**config.mk**
```make
export PLATFORM = sky130hd
export DESIGN_NAME = pulse_stream_monitor_flat
export DESIGN_NICKNAME = d
export VERILOG_FILES = /design/src/rtl/pulse_stream_monitor_if.sv /design/src/rtl/pulse_stream_monitor.sv /design/src/flat_wrapper.sv
export SDC_FILE = /design/constraint.sdc
export NUM_CORES = 1
export LEC_CHECK = 0
export ABC_AREA = 1
export CAP_MARGIN = 5
export CORE_MARGIN = 2
export CORE_UTILIZATION = 51
export CTS_CLUSTER_SIZE = 12
export DETAILED_ROUTE_END_ITERATION = 6
export PLACE_DENSITY = 0.75
export RECOVER_POWER = 25
export SYNTH_ARGS = -nofsm -noshare
export SYNTH_HDL_FRONTEND = slang
export SYNTH_SLANG_ARGS = --single-unit
export TNS_END_PERCENT = 50
```
**constraint.sdc**
```tcl
create_clock -name clk -period 3.5 [get_ports clk]
set_input_delay 1.05 -clock clk [delete_from_list [all_inputs] [get_ports clk]]
set_output_delay 1.05 -clock clk [all_outputs]
set_load 0.01 [all_outputs]
```
**src/rtl/pulse_stream_monitor_if.sv**
```systemverilog
`default_nettype none
// ============================================================================
// Module   : pulse_stream_monitor_if
// Purpose  : Valid/ready measurement record port of pulse_stream_monitor.
// Revision : 1.0
// ============================================================================
interface pulse_stream_monitor_if #(
   parameter int CNT_W = 16
);
   logic             meas_valid;
   logic             meas_ready;
   logic [CNT_W-1:0] meas_width;
   logic [CNT_W-1:0] meas_gap;
   logic             meas_first;

   modport master (
      output meas_valid,
      output meas_width,
      output meas_gap,
      output meas_first,
      input  meas_ready
   );

   modport slave (
      input  meas_valid,
      input  meas_width,
      input  meas_gap,
      input  meas_first,
      output meas_ready
   );
endinterface
`default_nettype wire

```
**src/rtl/pulse_stream_monitor.sv**
```systemverilog
`default_nettype none
// ============================================================================
// Module   : pulse_stream_monitor
// Purpose  : Measures high width and preceding low gap of each pulse on a
//            synchronised line, keeps gap statistics, emits valid/ready records.
// Revision : 1.0
// ============================================================================
module pulse_stream_monitor #(
   parameter int CNT_W       = 16,
   parameter int SYNC_STAGES = 2,
   parameter int MIN_WIDTH   = 1
) (
   input  logic                   clk,
   input  logic                   rst,
   input  logic                   en,
   input  logic                   clear,
   input  logic                   pulse_in,
   pulse_stream_monitor_if.master meas,
   output logic [CNT_W-1:0]       pulse_count,
   output logic [CNT_W-1:0]       min_gap,
   output logic [CNT_W-1:0]       max_gap,
   output logic                   overrun,
   output logic                   sat
);

   localparam logic [CNT_W-1:0] c_ONES      = {CNT_W{1'b1}};
   localparam logic [CNT_W-1:0] c_ONE       = {{(CNT_W-1){1'b0}}, 1'b1};
   localparam logic [CNT_W-1:0] c_MIN_WIDTH = CNT_W'(MIN_WIDTH);

   localparam logic [1:0] c_IDLE = 2'd0;
   localparam logic [1:0] c_LOW  = 2'd1;
   localparam logic [1:0] c_HIGH = 2'd2;

   logic [SYNC_STAGES-1:0] r_sync;
   logic                   r_s_d;
   logic                   w_s;
   logic                   w_rise;
   logic                   w_fall;

   logic [1:0]             r_state;
   logic [CNT_W-1:0]       r_gap_cnt;
   logic [CNT_W-1:0]       r_width_cnt;
   logic                   r_first;
   logic                   r_emit;
   logic [CNT_W-1:0]       r_emit_width;
   logic [CNT_W-1:0]       r_emit_gap;

   logic                   r_meas_valid;
   logic [CNT_W-1:0]       r_meas_width;
   logic [CNT_W-1:0]       r_meas_gap;
   logic                   r_meas_first;
   logic [CNT_W-1:0]       r_pulse_count;
   logic [CNT_W-1:0]       r_min_gap;
   logic [CNT_W-1:0]       r_max_gap;
   logic                   r_overrun;
   logic                   r_sat;

   logic                   w_good;
   logic [CNT_W:0]         w_glitch_sum;
   logic                   w_sat_hit;
   logic                   w_enter_low;
   logic                   w_first_eff;
   logic                   w_out_free;
   logic [CNT_W-1:0]       w_cnt_base;
   logic [CNT_W-1:0]       w_min_base;
   logic [CNT_W-1:0]       w_max_base;

   function automatic logic [CNT_W-1:0] f_sat_inc(input logic [CNT_W-1:0] v);
      return (v == c_ONES) ? v : v + c_ONE;
   endfunction

   assign w_s    = r_sync[SYNC_STAGES-1];
   assign w_rise = w_s & ~r_s_d;
   assign w_fall = ~w_s & r_s_d;

   assign w_good       = (r_width_cnt >= c_MIN_WIDTH);
   // A glitch folds its high time plus the current low cycle back into the gap
   assign w_glitch_sum = {1'b0, r_gap_cnt} + {1'b0, r_width_cnt} + {{CNT_W{1'b0}}, 1'b1};
   assign w_enter_low  = en && (r_state == c_IDLE) && !w_s;

   assign w_sat_hit = en && (
         ((r_state == c_LOW)  && !w_rise && (r_gap_cnt == c_ONES))
      || ((r_state == c_HIGH) && !w_fall && (r_width_cnt == c_ONES))
      || ((r_state == c_HIGH) &&  w_fall && !w_good && w_glitch_sum[CNT_W]));

   // Gap counting starts at 1 on the fall edge: that cycle is already low
   always_ff @(posedge clk) begin
      if (rst) begin
         r_sync       <= '0;
         r_s_d        <= 1'b0;
         r_state      <= c_IDLE;
         r_gap_cnt    <= '0;
         r_width_cnt  <= '0;
         r_emit       <= 1'b0;
         r_emit_width <= '0;
         r_emit_gap   <= '0;
      end else begin
         r_sync <= {r_sync[SYNC_STAGES-2:0], pulse_in};
         r_s_d  <= w_s;
         r_emit <= 1'b0;
         if (!en) begin
            r_state <= c_IDLE;
         end else begin
            case (r_state)
               c_IDLE: begin
                  if (!w_s) begin
                     r_state   <= c_LOW;
                     r_gap_cnt <= '0;
                  end
               end
               c_LOW: begin
                  if (w_rise) begin
                     r_state     <= c_HIGH;
                     r_width_cnt <= c_ONE;
                  end else begin
                     r_gap_cnt <= f_sat_inc(r_gap_cnt);
                  end
               end
               c_HIGH: begin
                  if (w_fall) begin
                     r_state <= c_LOW;
                     if (w_good) begin
                        r_emit       <= 1'b1;
                        r_emit_width <= r_width_cnt;
                        r_emit_gap   <= r_gap_cnt;
                        r_gap_cnt    <= c_ONE;
                     end else begin
                        r_gap_cnt <= w_glitch_sum[CNT_W] ? c_ONES : w_glitch_sum[CNT_W-1:0];
                     end
                  end else begin
                     r_width_cnt <= f_sat_inc(r_width_cnt);
                  end
               end
               default: r_state <= c_IDLE;
            endcase
         end
      end
   end

   // clear takes effect before a coincident emit, so the emit sees cleared bases
   assign w_first_eff = r_first | clear;
   assign w_out_free  = ~r_meas_valid | meas.meas_ready;
   assign w_cnt_base  = clear ? '0     : r_pulse_count;
   assign w_min_base  = clear ? c_ONES : r_min_gap;
   assign w_max_base  = clear ? '0     : r_max_gap;

   always_ff @(posedge clk) begin
      if (rst) begin
         r_first       <= 1'b1;
         r_meas_valid  <= 1'b0;
         r_meas_width  <= '0;
         r_meas_gap    <= '0;
         r_meas_first  <= 1'b0;
         r_pulse_count <= '0;
         r_min_gap     <= c_ONES;
         r_max_gap     <= '0;
         r_overrun     <= 1'b0;
         r_sat         <= 1'b0;
      end else begin
         r_pulse_count <= r_emit ? f_sat_inc(w_cnt_base) : w_cnt_base;
         r_min_gap     <= (r_emit && !w_first_eff && (r_emit_gap < w_min_base)) ? r_emit_gap : w_min_base;
         r_max_gap     <= (r_emit && !w_first_eff && (r_emit_gap > w_max_base)) ? r_emit_gap : w_max_base;
         r_overrun     <= (r_overrun && !clear) || (r_emit && !w_out_free);
         r_sat         <= (r_sat && !clear) || w_sat_hit;

         if (r_emit) begin
            r_first <= 1'b0;
         end else if (clear || w_enter_low) begin
            r_first <= 1'b1;
         end

         if (r_emit && w_out_free) begin
            r_meas_valid <= 1'b1;
            r_meas_width <= r_emit_width;
            r_meas_gap   <= w_first_eff ? '0 : r_emit_gap;
            r_meas_first <= w_first_eff;
         end else if (r_meas_valid && meas.meas_ready) begin
            r_meas_valid <= 1'b0;
         end
      end
   end

   assign meas.meas_valid = r_meas_valid;
   assign meas.meas_width = r_meas_width;
   assign meas.meas_gap   = r_meas_gap;
   assign meas.meas_first = r_meas_first;
   assign pulse_count     = r_pulse_count;
   assign min_gap         = r_min_gap;
   assign max_gap         = r_max_gap;
   assign overrun         = r_overrun;
   assign sat             = r_sat;

endmodule
`default_nettype wire

```
**src/flat_wrapper.sv**
```systemverilog
// flat-port wrapper written by rule: the top's interface ports become plain ports
module pulse_stream_monitor_flat 
#(
   parameter int CNT_W       = 16,
   parameter int SYNC_STAGES = 2,
   parameter int MIN_WIDTH   = 1
)
  (clk, rst, en, clear, pulse_in, pulse_count, min_gap, max_gap, overrun, sat, meas_meas_valid, meas_meas_width, meas_meas_gap, meas_meas_first, meas_meas_ready);
  pulse_stream_monitor_if #(.CNT_W(CNT_W)) meas_i ();
  input  logic clk;
  input  logic rst;
  input  logic en;
  input  logic clear;
  input  logic pulse_in;
  output logic [CNT_W-1:0] pulse_count;
  output logic [CNT_W-1:0] min_gap;
  output logic [CNT_W-1:0] max_gap;
  output logic overrun;
  output logic sat;
  output wire logic [$bits(meas_i.meas_valid)-1:0] meas_meas_valid;
  output wire logic [$bits(meas_i.meas_width)-1:0] meas_meas_width;
  output wire logic [$bits(meas_i.meas_gap)-1:0] meas_meas_gap;
  output wire logic [$bits(meas_i.meas_first)-1:0] meas_meas_first;
  input wire logic [$bits(meas_i.meas_ready)-1:0] meas_meas_ready;
  assign meas_meas_valid = meas_i.meas_valid;
  assign meas_meas_width = meas_i.meas_width;
  assign meas_meas_gap = meas_i.meas_gap;
  assign meas_meas_first = meas_i.meas_first;
  assign meas_i.meas_ready = meas_meas_ready;
  pulse_stream_monitor #(.CNT_W(CNT_W), .SYNC_STAGES(SYNC_STAGES), .MIN_WIDTH(MIN_WIDTH)) u_core (.clk(clk), .rst(rst), .en(en), .clear(clear), .pulse_in(pulse_in), .meas(meas_i), .pulse_count(pulse_count), .min_gap(min_gap), .max_gap(max_gap), .overrun(overrun), .sat(sat));
endmodule
```
==> metrics.md, run 1 <==
| Metric | Value |
|---|---|
| Number of pins with negative max-slew slack in the final report | 0 |
| Critical path endpoint category | flop |
| Final non-filler cell total | 1,627 |
| Number of global-route vias before repair | 7,839 |
| Via-per-instance ratio | 5.257 |
| Detailed placement HPWL | 16,190 um |
| Net switching component of the power | 0.0009571 W |
| Run status | finished, final reports clean |
| Antenna Diode Count | 0 |
| Max rail drop VDD | 0.0003487 V |
| Final worst-path setup slack | 0.3866 ns |
| Largest net degree at the start of global routing | 58 |
| Setup Fix Bufs, Post-CTS | 0 |
| Switching Fraction | 25.14% |
| Wirelength per Cell | 13.66 um |
| Final worst path period need | 3.113 ns |
| Seq/Total Area, Yosys | 34.41% |
| Sum of negative setup slack | 0 ns |
| Critical Path Fanout Max | 18 |
| Synth Net Count | 1,380 |
| Die Width | 137.0 um |
| Critical Path Source Type | primary input |
| DRT iter0 DRCs | 681 |
| Worst Tran Pin Value | 1.397 ns |
| Type of the worst setup path | in2reg |
| Post-Place Cells | 1,595 |
| TritonCTS clock tree | built |
| Data required time at the worst endpoint | 3.76 ns |
| Total GRT Usage | 24.73% |
| Leakage power | 4.500 nW |
| Max Clk Rate | 321.2 MHz |
| Sequential power share | 46.7% |
| Number of enable flip-flop cells after synthesis | 0 |
| Setup Viol. Count Final | 0 |
| Aggregate routed wire length | 22,220 um |
| Final worst path period share | 88.95% |
| Via count of the routed design | 8,553 |
| Number of nets in the finished design | 1,452 |
| Post-synthesis instance area | 9019 um^2 |
| Clock latency at the later pin of the worst-skew pair | 0.43 ns |
| Maximum root-to-sink buffer count | 2 |
| Post-CTS resize count | 0 |
| Max_cap viols | 0 |
| Filler cells | 1,658 |
| Critical Path Slowest Stage Cell | sky130_fd_sc_hd__clkdlybuf4s50_1 |
| IO Pins | 90 |
| Syn-to-layout area delta | 17.06% |
| Logic gate share of total power | 4.8% |
| Wire length of the first global-routing pass | 37,320 um |
| Final number of hold-violating endpoints | 0 |
| Mapped Avg Cell Area | 6.848 um^2 |
| Initial antenna violation count | 0 |
| Count of mapped cells out of synthesis | 1,317 |
| Number of distinct standard cells referenced by the synthesized netlist | 54 |
| Synth Warn # | 0 |
| Post-CTS Hold Fix Bufs | 0 |
| Synth Flop Type | sky130_fd_sc_hd__dfxtp_1 |
| Pre-CTS setup slack | 0.0002900 ns |
| Power Internal | 0.002850 W |
| Routability cong. | 0.9136 |
| Skew final | 0.008908 ns |
| Critical path's largest stage delay | 0.44 ns |
| Power share of the clock group | 48.5% |
| Worst-path clk slew | 0.07 ns |
| Initial DRT Pass Iterations | 5 |
| Worst hold path type | reg2reg |
| Cell row count | 48 |
| Critical path data arrival time | 3.38 ns |
| Power per unit of standard cell area | 360.6 nW/um^2 |
| Flop and latch count out of synthesis | 155 |
| Proportion of layout cells with a drive suffix above 1 | 7.133% |
| Sinks on Clock Net | 155 |
| Clock root buffer | sky130_fd_sc_hd__clkbuf_16 |
| Starting utilization of the core area | 52.14% |
| Total Die Area | 18,760 um^2 |
| DRC violations left | 0 |
| Core ar. | 17,300 um^2 |
| Slew headroom | 6.873% |
| Cell-by-cell listing of the critical path | clkdlybuf4s50_1, inv_2, buf_4, nand2_1, inv_1, ha_1, nand4_1, nor4_1, nand3_1, nand2_2, inv_2, nand2_1, nand2_1, inv_1, nor3_2 |
| Most frequent cell on the critical path | sky130_fd_sc_hd__nand2_1 |
| Num CTS Buffers | 17 |
| Number of antenna-violating nets in the routed design | 0 |
| Final global-route overflow total | 0 |
| Die Span Y | 137.0 um |
| Htree depth | 4 |
| Share of the core filled with cells | 61.04% |
| Number of buffer cells added on primary ports | 89 |
| RSZ-0062 raised after global routing | false |
| FFs w/ async S/R, synth | 0% |
[path summary, 6_finish.rpt]
check        slack, ns  cells past startpoint             startpoint                     end
max reg2reg       0.56                     10  u_core.r_width_cnt[1]   u_core.r_emit_gap[11]
min               0.44                      2       u_core.r_sync[0]        u_core.r_sync[1]
min reg2reg       0.44                      2       u_core.r_sync[0]        u_core.r_sync[1]
max               0.39                     15                  clear  u_core.pulse_count[10]
[cell type report]
cell class / instances / area [um^2] / area share, %
flip-flops and latches: 155 / 3103 / 29.39
clock inverters: 14 / 152.6 / 1.446
multi-input cells: 942 / 4959 / 46.97
well taps: 225 / 281.5 / 2.667
repair buffers: 102 / 980.9 / 9.291
inverters: 171 / 641.9 / 6.080
clock buffers: 18 / 439.2 / 4.160
[registers in the layout (all words and copies together) (netlist names)]
signal,count
u_core.r_emit,1
u_core.r_sync,2
u_core.r_state,2
u_core.meas.meas_width,16
u_core.meas.meas_gap,16
u_core.meas.meas_first,1
u_core.min_gap,16
u_core.r_emit_width,16
u_core.sat,1
u_core.r_width_cnt,16
u_core.meas.meas_valid,1
u_core.r_s_d,1
u_core.pulse_count,16
u_core.overrun,1
u_core.r_emit_gap,16
u_core.max_gap,16
u_core.r_first,1
u_core.r_gap_cnt,16
[synth_stat cells (all sizes together), types with 2 or more instances]
| library cell | number | area, um^2 |
|---|---|---|
| a211oi | 2 | 20.02 |
| nand3b | 2 | 15.01 |
| o21bai | 2 | 15.01 |
| and2 | 4 | 25.02 |
| xor2 | 15 | 131.4 |
| ha | 56 | 700.7 |
| clkbuf | 26 | 112.6 |
| nor2 | 137 | 578.1 |
| or2 | 4 | 25.02 |
| nor3 | 25 | 156.4 |
| dfxtp | 155 | 3103 |
| a21oi | 132 | 701.9 |
| inv | 169 | 634.4 |
| nor3b | 2 | 15.01 |
| nor4 | 6 | 52.55 |
| nand3 | 79 | 427.9 |
| clkinv | 2 | 7.510 |
| o211ai | 2 | 15.01 |
| a21o | 2 | 15.01 |
| nand4 | 31 | 200.2 |
| o21ai | 120 | 604.3 |
| nand2 | 315 | 1215 |
| buf | 21 | 168.9 |
[power groups by stage]
stage	combinational (W)	sequential (W)	clock [W]
3_3_place_gp	0.000183	0.00182	0
6_report	0.000183	0.00178	0.00185
3_5_place_dp	0.000185	0.00182	0
2_1_floorplan	0.000151	0.00182	0
5_1_grt	0.000205	0.00178	0.00194
4_1_cts	0.000186	0.00178	0.00187
[worst max-delay path, delay by kind of cell]
family	cells	cell delay, ns
and+or+nand+nor	8	0.93
buffers and inverters	6	1.19
adders and majority gates	1	0.19
[per-layer routing]
| layer | GRT usage [%] | wire length, um |
|---|---|---|
| met3 | 3.852 | 1010 |
| met2 | 41.04 | 10280 |
| met1 | 32.60 | 10500 |
| met5 | 0 | 0 |
| met4 | 8.648 | 433 |
[through the flow]
stage	total power (W)	hold WS [ns]	area, um^2
after CTS	0.003835	0.4416	10590
after detailed placement	0.002003	0.4251	9996
after floorplan	0.001966	0.3883	9019
after global placement	0.002001	0.4303	9996
after global routing	0.003926	0.4712	10560
final	0.003808	0.4377	10560
[cell usage in the layout (no fill, tap or decap), types with 8 or more instances in the layout]
cell type,n
sky130_fd_sc_hd__nand2_1,302
sky130_fd_sc_hd__inv_1,159
sky130_fd_sc_hd__dfxtp_1,155
sky130_fd_sc_hd__nor2_1,127
sky130_fd_sc_hd__a21oi_1,121
sky130_fd_sc_hd__o21ai_0,107
sky130_fd_sc_hd__clkdlybuf4s50_1,85
sky130_fd_sc_hd__nand3_1,76
sky130_fd_sc_hd__ha_1,56
sky130_fd_sc_hd__nand4_1,30
sky130_fd_sc_hd__nor3_1,21
sky130_fd_sc_hd__clkbuf_16,17
sky130_fd_sc_hd__xor2_1,15
sky130_fd_sc_hd__nand2_2,13
sky130_fd_sc_hd__o21ai_1,12
sky130_fd_sc_hd__a21oi_2,11
sky130_fd_sc_hd__inv_2,10
sky130_fd_sc_hd__inv_6,8
sky130_fd_sc_hd__buf_4,8
[kinds of logic (layout without fill, tap and decap cells)]
group                    after synthesis  count (layout)  synth area share (%)
adder cells (fa/ha/maj)               57              57                 7.991
flip-flops                           155             155                 34.41
buffers and inverters                220             305                 10.45
AO/OA/AOI/OAI                        263             263                 15.48
AND/OR/NAND/NOR                      606             606                 30.12
XOR/XNOR                              16              16                 1.554
Power figures use the tool's default switching activity.
==> run 2: changes to the inputs <==
--- a/config.mk
+++ b/config.mk
@@ -8,10 +8,10 @@
 export ABC_AREA = 1
 export CAP_MARGIN = 5
 export CORE_MARGIN = 2
-export CORE_UTILIZATION = 51
+export CORE_UTILIZATION = 45
 export CTS_CLUSTER_SIZE = 12
 export DETAILED_ROUTE_END_ITERATION = 6
-export PLACE_DENSITY = 0.75
+export PLACE_DENSITY = 0.67
 export RECOVER_POWER = 25
 export SYNTH_ARGS = -nofsm -noshare
 export SYNTH_HDL_FRONTEND = slang
==> metrics.md, run 2 (synthesis gave the netlist of run 1 again) <==
| Metric | Value |
|---|---|
| Run status | finished, final reports clean |
| Worst-path clk slew | 0.07 ns (about the same) |
| Die Span Y | 145.6 um (+6.3%) |
| Max_cap viols | 0 (unchanged) |
| Clock latency at the later pin of the worst-skew pair | 0.43 ns (about the same) |
| Number of pins with negative max-slew slack in the final report | 0 (unchanged) |
| Final non-filler cell total | 1,673 (+2.8%) |
| Data required time at the worst endpoint | 3.77 ns (about the same) |
| Filler cells | 1,919 (+16%) |
| DRC violations left | 0 (unchanged) |
| Instance area at placement | 10,120 um^2 (+1.2%) |
| Sinks on Clock Net | 155 (unchanged) |
| Sum of negative setup slack | 0 ns (unchanged) |
| Starting utilization of the core area | 46.04% (-6.1 points) |
| Via count of the routed design | 8,520 (-0.39%) |
| Max rail drop VDD | 0.0003256 V (-6.6%) |
| Count of cells along the worst register-to-register path | 10 (unchanged) |
| Number of global-route vias before repair | 8,095 (+3.3%) |
| Type of the worst setup path | in2reg |
| R2r endpoint | u_core.r_emit_gap[9] |
| Critical path data arrival time | 3.27 ns (-0.11 ns) |
| Proportion of layout cells with a drive suffix above 1 | 7.670% (+0.54 points) |
| Syn-to-layout area delta | 18.66% |
| Worst setup path endpoint | u_core.pulse_count[10] |
| Total GRT Usage | 21.90% (-2.8 points) |
| R2r setup slk | 0.60 ns (+0.04 ns) |
| TritonCTS clock tree | built |
| Number of nets in the finished design | 1,458 (+0.41%) |
| Start point of the critical path | clear |
| Final number of hold-violating endpoints | 0 (unchanged) |
| Reg-to-reg startpoint | u_core.r_width_cnt[1] |
| Critical path endpoint category | flop |
| DRT iter0 DRCs | 485 (-29%) |
| Die Width | 145.6 um (+6.3%) |
| Worst hold path type | reg2reg |
| Power per unit of standard cell area | 363.3 nW/um^2 (+0.73%) |
| Via-per-instance ratio | 5.093 (-3.1%) |
| Htree depth | 4 (unchanged) |
| Clock root buffer | sky130_fd_sc_hd__clkbuf_16 |
| Setup Viol. Count Final | 0 (unchanged) |
| Routability cong. | 0.9230 (+1.0%) |
| Initial antenna violation count | 0 (unchanged) |
| Most common cell after layout, fill and taps aside | sky130_fd_sc_hd__nand2_1 |
| Final global-route overflow total | 0 (unchanged) |
| Number of buffer cells added on primary ports | 89 (unchanged) |
| Initial DRT Pass Iterations | 5 (unchanged) |
| Share of the core filled with cells | 54.63% (-6.4 points) |
| Wire length of the first global-routing pass | 38,990 um (+4.5%) |
| Final Total Pwr | 0.003888 W (+2.1%) |
| Skew final | 0.01643 ns (+0.007517 ns) |
| Post-CTS resize count | 0 (unchanged) |
| RSZ-0062 raised after global routing | false |
| Num CTS Buffers | 17 (unchanged) |
| Maximum root-to-sink buffer count | 2 (unchanged) |
| Max Clk Rate | 333.9 MHz (+4.0%) |
| IO Pins | 90 (unchanged) |
| Detailed placement HPWL | 16,860 um (+4.1%) |
| Post-route standard cell area excluding fillers | 10,700 um^2 (+1.4%) |
| Leakage power | 4.628 nW (+2.9%) |
| Most used cells in the layout excluding fill and tap cells | 302 x sky130_fd_sc_hd__nand2_1, 159 x sky130_fd_sc_hd__inv_1, 155 x sky130_fd_sc_hd__dfxtp_1 |
| Cell row count | 51 (+6.3%) |
| Critical Path Fanout Max | 18 (unchanged) |
| Final worst path period need | 2.995 ns (-0.1188 ns) |
| Largest net degree at the start of global routing | 60 (+3.4%) |
| Total Die Area | 21,190 um^2 (+13%) |
| Core ar. | 19,590 um^2 (+13%) |
| Final worst path period share | 85.56% (-3.4 points) |
| Critical Path Source Type | primary input |
| Setup Fix Bufs, Post-CTS | 0 (unchanged) |
| Post-Place Cells | 1,641 (+2.9%) |
| Antenna Diode Count | 0 (unchanged) |
| Slew headroom | 10.47% (+3.6 points) |
| Worst Tran Pin Value | 1.343 ns (-0.05395 ns) |
| Wirelength per Cell | 13.59 um (-0.50%) |
| Post-CTS Hold Fix Bufs | 0 (unchanged) |
| Aggregate routed wire length | 22,740 um (+2.3%) |
| Number of antenna-violating nets in the routed design | 0 (unchanged) |
[run 2: cell types whose count changed in the layout (fill, tap and decap cells not counted), moves of 6 or more]
cell                              before  now
sky130_fd_sc_hd__dlygate4sd3_1         3   25
sky130_fd_sc_hd__o21ai_1              12   25
sky130_fd_sc_hd__clkdlybuf4s50_1      85   63
sky130_fd_sc_hd__buf_4                 8   14
sky130_fd_sc_hd__o21ai_0             107   94
[run 2: worst min path at each step]
stage,start,endpoint,slack [ns],cells after the start
2_1_floorplan,u_core.r_sync[0],u_core.r_sync[1],0.39,2
3_3_place_gp,u_core.r_sync[0],u_core.r_sync[1],0.40,2
5_1_grt,u_core.r_sync[0],u_core.r_sync[1],0.42,2
4_1_cts,u_core.r_sync[0],u_core.r_sync[1],0.41,2
6_report,u_core.r_sync[0],u_core.r_sync[1],0.41,2
3_5_place_dp,u_core.r_sync[0],u_core.r_sync[1],0.40,2
[run 2: area by class of cell]
class | instances | area (um^2) | area share (%)
Clock buffer | 18 | 439.2 | 4.104
Clock inverter | 14 | 171.4 | 1.602
Multi-Input combinational cell | 942 | 4964 | 46.38
Timing Repair Buffer | 108 | 1051 | 9.821
Inverter | 171 | 641.9 | 5.998
Tap cell | 265 | 331.6 | 3.098
Sequential cell | 155 | 3103 | 29.00
[run 2: stage by stage]
stage	worst slack, ns	hold WS, ns
floorplan	0.5274	0.3883
CTS	0.5241	0.4090
finish	0.5053	0.4091
detailed placement	0.06973	0.3979
global route	0.1773	0.4215
global placement	0.1527	0.3998
[run 2: where the power goes]
group / switching (W) / internal, W
clock network: 0.000827 / 0.00110
logic: 0.000131 / 0.0000504
registers: 0.00000880 / 0.00177
total: 0.000967 / 0.00292
[run 2: metal layers]
metal  wire [um]  share of wire, %  GRT usage (%)
met1       10920                48          28.68
met5           0                 0              0
met3         816               3.6          3.511
met2       10680                47          36.94
met4         320               1.4          7.157
[run 2: critical path, stage by stage]
cell	delay, ns
sky130_fd_sc_hd__clkdlybuf4s50_1	0.48
sky130_fd_sc_hd__inv_2	0.28
sky130_fd_sc_hd__nand2_1	0.15
sky130_fd_sc_hd__inv_1	0.08
sky130_fd_sc_hd__ha_1	0.19
sky130_fd_sc_hd__nand4_1	0.10
sky130_fd_sc_hd__nor4_1	0.33
sky130_fd_sc_hd__nand3_1	0.15
sky130_fd_sc_hd__nand2_2	0.14
sky130_fd_sc_hd__inv_2	0.09
sky130_fd_sc_hd__nand2_1	0.09
sky130_fd_sc_hd__nand2_1	0.05
sky130_fd_sc_hd__inv_1	0.06
sky130_fd_sc_hd__nor3_2	0.03
